**config.mk**
```make
export PLATFORM = sky130hd
export DESIGN_NAME = tsv_link_framer
export DESIGN_NICKNAME = d
export VERILOG_FILES = /design/src/rtl/tsv_link_framer.sv
export SDC_FILE = /design/constraint.sdc
export NUM_CORES = 1
export LEC_CHECK = 0
export CAP_MARGIN = 10
export CORE_MARGIN = 1.5
export CORE_UTILIZATION = 57
export CTS_CLUSTER_SIZE = 25
export DETAILED_ROUTE_END_ITERATION = 10
export DONT_BUFFER_PORTS = 1
export HOLD_SLACK_MARGIN = 0.03
export PLACE_DENSITY = 0.84
export SETUP_SLACK_MARGIN = 0.4
export SYNTH_ARGS = -nofsm -noshare
export SYNTH_HDL_FRONTEND = slang
export SYNTH_SLANG_ARGS = --single-unit
```
**constraint.sdc**
```tcl
create_clock -name clock -period 7.45 [get_ports clock]
set_input_delay 0.745 -clock clock [delete_from_list [all_inputs] [get_ports clock]]
set_output_delay 0.745 -clock clock [all_outputs]
set_load 0.01 [all_outputs]
```
**src/rtl/tsv_link_framer.sv**
```systemverilog
// tsv_link_framer: byte-stream to 9-bit DPS symbol framer (SOF/payload/[XOR chk]/EOF, IDLE/FILL fillers)
// Ports: clock, reset (async, active-high); in_valid/in_ready/in_data/in_last byte input;
// link_en gates symbol progress; sym_out registered symbol (0..259); frame_count completed frames.
// Define FRAMER_CRC_EN to append an XOR checksum byte before each EOF.
`ifndef DBLEN11
`define DBLEN11 9
`endif
module tsv_link_framer #(
  parameter int FIFO_DEPTH = 8,
  parameter int MAX_LEN = 64
) (
  input  logic                clock,
  input  logic                reset,
  input  logic                in_valid,
  output logic                in_ready,
  input  logic [7:0]          in_data,
  input  logic                in_last,
  input  logic                link_en,
  output logic [`DBLEN11-1:0] sym_out,
  output logic [15:0]         frame_count
);
  localparam int AW = $clog2(FIFO_DEPTH);
  localparam logic [`DBLEN11-1:0] IDLE = 256, SOF = 257, EOF = 258, FILL = 259;
  localparam logic [7:0] MAX_B = 8'(MAX_LEN);
  typedef logic [AW:0] cnt_t;
`ifdef FRAMER_CRC_EN
  typedef enum logic [1:0] {S_IDLE, S_DATA, S_CHK, S_EOF} state_t;
  logic [7:0] chk;
`else
  typedef enum logic [1:0] {S_IDLE, S_DATA, S_EOF} state_t;
`endif
  state_t state;
  logic [8:0] mem [FIFO_DEPTH];
  logic [AW-1:0] wp, rp;
  cnt_t cnt;
  logic [7:0] bcnt, bcnt_nx;
  logic [8:0] head;
  logic empty, go, push, pop;
  assign empty = cnt == '0;
  assign in_ready = cnt != cnt_t'(FIFO_DEPTH);
  assign push = in_valid && in_ready;
  assign go = link_en && !empty;
  assign pop = state == S_DATA && go;
  assign head = mem[rp];
  assign bcnt_nx = bcnt + 8'd1;
  always_ff @(posedge clock)
    if (push) mem[wp] <= {in_last, in_data};
  always_ff @(posedge clock or posedge reset)
    if (reset) begin
      state <= S_IDLE;
      sym_out <= IDLE;
      frame_count <= '0;
      wp <= '0;
      rp <= '0;
      cnt <= '0;
      bcnt <= '0;
`ifdef FRAMER_CRC_EN
      chk <= '0;
`endif
    end else begin
      if (push) wp <= wp + 1'b1;
      if (pop) rp <= rp + 1'b1;
      cnt <= cnt + cnt_t'(push) - cnt_t'(pop);
      case (state)
        S_IDLE:
          if (go) begin
            sym_out <= SOF;
            bcnt <= '0;
`ifdef FRAMER_CRC_EN
            chk <= '0;
`endif
            state <= S_DATA;
          end else sym_out <= IDLE;
        S_DATA:
          if (pop) begin
            sym_out <= {1'b0, head[7:0]};
            bcnt <= bcnt_nx;
`ifdef FRAMER_CRC_EN
            chk <= chk ^ head[7:0];
            if (head[8] || bcnt_nx == MAX_B) state <= S_CHK;
`else
            if (head[8] || bcnt_nx == MAX_B) state <= S_EOF;
`endif
          end else sym_out <= FILL;
`ifdef FRAMER_CRC_EN
        S_CHK:
          if (link_en) begin
            sym_out <= {1'b0, chk};
            state <= S_EOF;
          end else sym_out <= FILL;
`endif
        S_EOF:
          if (link_en) begin
            sym_out <= EOF;
            frame_count <= frame_count + 16'd1;
            state <= S_IDLE;
          end else sym_out <= FILL;
        default: begin
          state <= S_IDLE;
          sym_out <= IDLE;
        end
      endcase
    end
endmodule
```
==> results.json <==
{
  "antenna_found_initial": 0,
  "coreArea_um2": 8220,
  "cts_buffers": 17,
  "drtIter0Drc": 102,
  "cts_sinks": 117,
  "dpl.hpwl_mm": 5.25,
  "yosysTopAreaCell": "edfxtp_1",
  "final.period_utilization": 0.405,
  "min_path_type": "input port to async pin",
  "post-cts-setup-buffer-count": 0,
  "post_drt_wl_per_cell_um": 20.9,
  "cp_data_required_time_ps": 7840,
  "maxCapViolations": 0,
  "power_density_nw_per_um2": 402,
  "final_antenna_net_count": 0,
  "tns_ps": 0,
  "status": "complete, no violations",
  "num_rows": 33,
  "fin_crit_ps": 3010,
  "leakage_nw": 2.14,
  "port_buffers": 0,
  "yosys_warnings": 0,
  "final-max-slew-violation-count": 0,
  "synth.ff_latch_count": 117,
  "grt_max_degree": 46,
  "ys_top_cells_by_area": "edfxtp_1 45%, dfrtp_1 23%, mux4_2 5.6%",
  "grt_pass1_wl_mm": 14.0,
  "final_common_cell": "edfxtp_1",
  "place_ws_ps": 4450,
  "ys_seq_area_frac": 0.681,
  "dr.pass1.iters": 4,
  "grtUsageTotal": 0.225,
  "syn2layout_area_growth_pct": 14.3,
  "syn_inst": 303,
  "avgSynthCellArea_um2": 15.9,
  "layout_setup_ws_ps": 4440,
  "finalPower_mw": 2.22,
  "p_sw_uw": 658,
  "crit_path_end_kind": "flop",
  "viasPerCell": 6.00,
  "setup_viol": 0,
  "route.vias.total": 2587,
  "fin_nets": 338,
  "p_int_mw": 1.56,
  "io_pins": 39,
  "fin_area_um2": 5520,
  "clk_pin_slew_worst_paths_ps": 60,
  "yosysUniqueCellTypes": 44,
  "path_max_fanout": 15,
  "syn_nets": 327,
  "dieWidth_um": 95.0,
  "cts_root_buf": "clkbuf_8",
  "power_frac_comb": 0.194,
  "layout_common_cells": "72 x edfxtp_1, 44 x dfrtp_1, 25 x nand2_1",
  "cp_data_arrival_time_ps": 3400,
  "start_util": 0.588,
  "cts-resized-gates": 0,
  "rsz0062_at_grt": "no",
  "grt_overflow": 0,
  "finClkSkew_ps": 8.65,
  "die_h_um": 95.0,
  "max_slew_margin": 0.242,
  "grt_pass1_vias": 2701,
  "drcViolationCount": 0,
  "hold_violations": 0,
  "fmax_mhz": 332,
  "gp_congestion": 0.837,
  "finalWirelength_mm": 9.01,
  "postCtsHoldBufs": 0,
  "worst_slew_pin_slew_ps": 1130,
  "dieArea_um2": 9030,
  "ctsHtreeMaxLevel": 4,
  "start_kind": "flop",
  "diodes": 0,
  "cts_buffer_depth": 2,
  "switching_share": 0.296,
  "dpl_cell_area_um2": 4930,
  "peakVddDrop_mv": 0.214,
  "sequentialPowerShare": 0.445,
  "clkPwrFrac": 0.361,
  "layout-drive-gt1-share": 0.153,
  "crit_start": "cnt[2]$_DFF_PP0_",
  "cts_tree": "built",
  "clk_latency_ps": 500,
  "worst-setup-path-type": "flop to flop",
  "synth_top_cell_area_share": 0.448,
  "synth_area_um2": 4830,
  "worstReg2RegStart": "cnt[2]$_DFF_PP0_"
}
[critical path, stage by stage, from the launching register on]
cell and delay [ps]:
dfrtp_1 360, inv_1 90, ha_1 160, nor3b_1 390, or3_1 620, inv_2 180
ha_1 340, inv_1 40, ha_1 200, fa_1 380, xor2_1 150
[synthesized netlist by cell type (all sizes together)]
library cell and number:
edfxtp 72, dfrtp 44, nand2 25, nor2 19, mux4 18, xnor2 14
ha 10, inv 10, mux2i 10, nand3 7, xor2 7, buf 6
nand2b 6, nor3 6, and3 5, nand4 5, a21o 4, o21ai 4
mux2 3, nor4 3, o31ai 3, a211o 2, a21oi 2, clkbuf 2
or2 2, or3b 2, a22o 1, a31oi 1, and4 1, and4b 1
dfstp 1, fa 1, nand4b 1, nor3b 1, nor4b 1, o21a 1
o32a 1, or3 1
[routing by layer]
layer  vias to the layer above  wire (um)  part of all wire  global-route usage
met2                        88       4650              0.52               0.379
met5                         -          0                 0                   0
met3                        11        538             0.060              0.0789
met4                         0        134             0.015              0.0833
met1                      1322       3690              0.41               0.268
li1                       1166          -                 -                   -
[layout make-up]
cell class | instances | area (um^2)
inverters | 10 | 37.5
clock inverters | 14 | 178
clock buffers | 17 | 414
flip-flops and latches | 117 | 3290
fillers | 544 | 2700
well taps | 105 | 131
multi-input cells | 168 | 1470
[cell families (layout without fill, tap and decap cells)]
logic type | count (synthesis) | after routing | share of synthesized area
AO/OA/AOI/OAI | 19 | 19 | 0.0275
buffers and inverters | 18 | 41 | 0.0168
XOR/XNOR | 21 | 21 | 0.0381
adder cells (fa/ha/maj) | 11 | 11 | 0.0301
AND/OR/NAND/NOR | 86 | 86 | 0.0899
multiplexers | 31 | 31 | 0.116
flip-flops | 117 | 117 | 0.681
[registers in the layout, indices dropped and copies added (netlist names)]
name,cells
bcnt,8
frame_count,16
sym_out,9
rp,3
cnt,4
wp,3
state,2
mem,72
[stage by stage]
stage | util | hold WS [ps] | std cells
4_1_cts | 0.672 | 316 | 431
2_1_floorplan | - | 470 | 303
5_1_grt | 0.672 | 308 | 431
3_3_place_gp | 0.600 | 495 | 400
6_report | 0.672 | 325 | 431
3_5_place_dp | 0.600 | 495 | 400
[worst paths after layout]
| check | to | cells after the start | slack (ps) |
|---|---|---|---|
| min in group clock | mem[1][0]$_DFFE_PP_ | 0 | 330 |
| setup reg to reg | cnt[2]$_DFF_PP0_ | 10 | 4440 |
| setup / recovery | cnt[2]$_DFF_PP0_ | 10 | 4440 |
| hold / removal | sym_out[4]$_DFF_PP0_ | 1 | 320 |
| hold reg to reg | bcnt[7]$_DFFE_PP0P_ | 2 | 510 |
| max in group asynchronous | cnt[1]$_DFF_PP0_ | 1 | 6530 |
[power by group through the flow]
stage / registers, mW / logic (mW) / clock network, mW
3_5_place_dp: 0.999 / 0.427 / 0
2_1_floorplan: 0.903 / 0.402 / 0
6_report: 0.987 / 0.432 / 0.801
5_1_grt: 1.01 / 0.480 / 0.841
3_3_place_gp: 0.988 / 0.407 / 0
4_1_cts: 0.990 / 0.437 / 0.808
No activity file was read; power rests on OpenSTA's default activity.
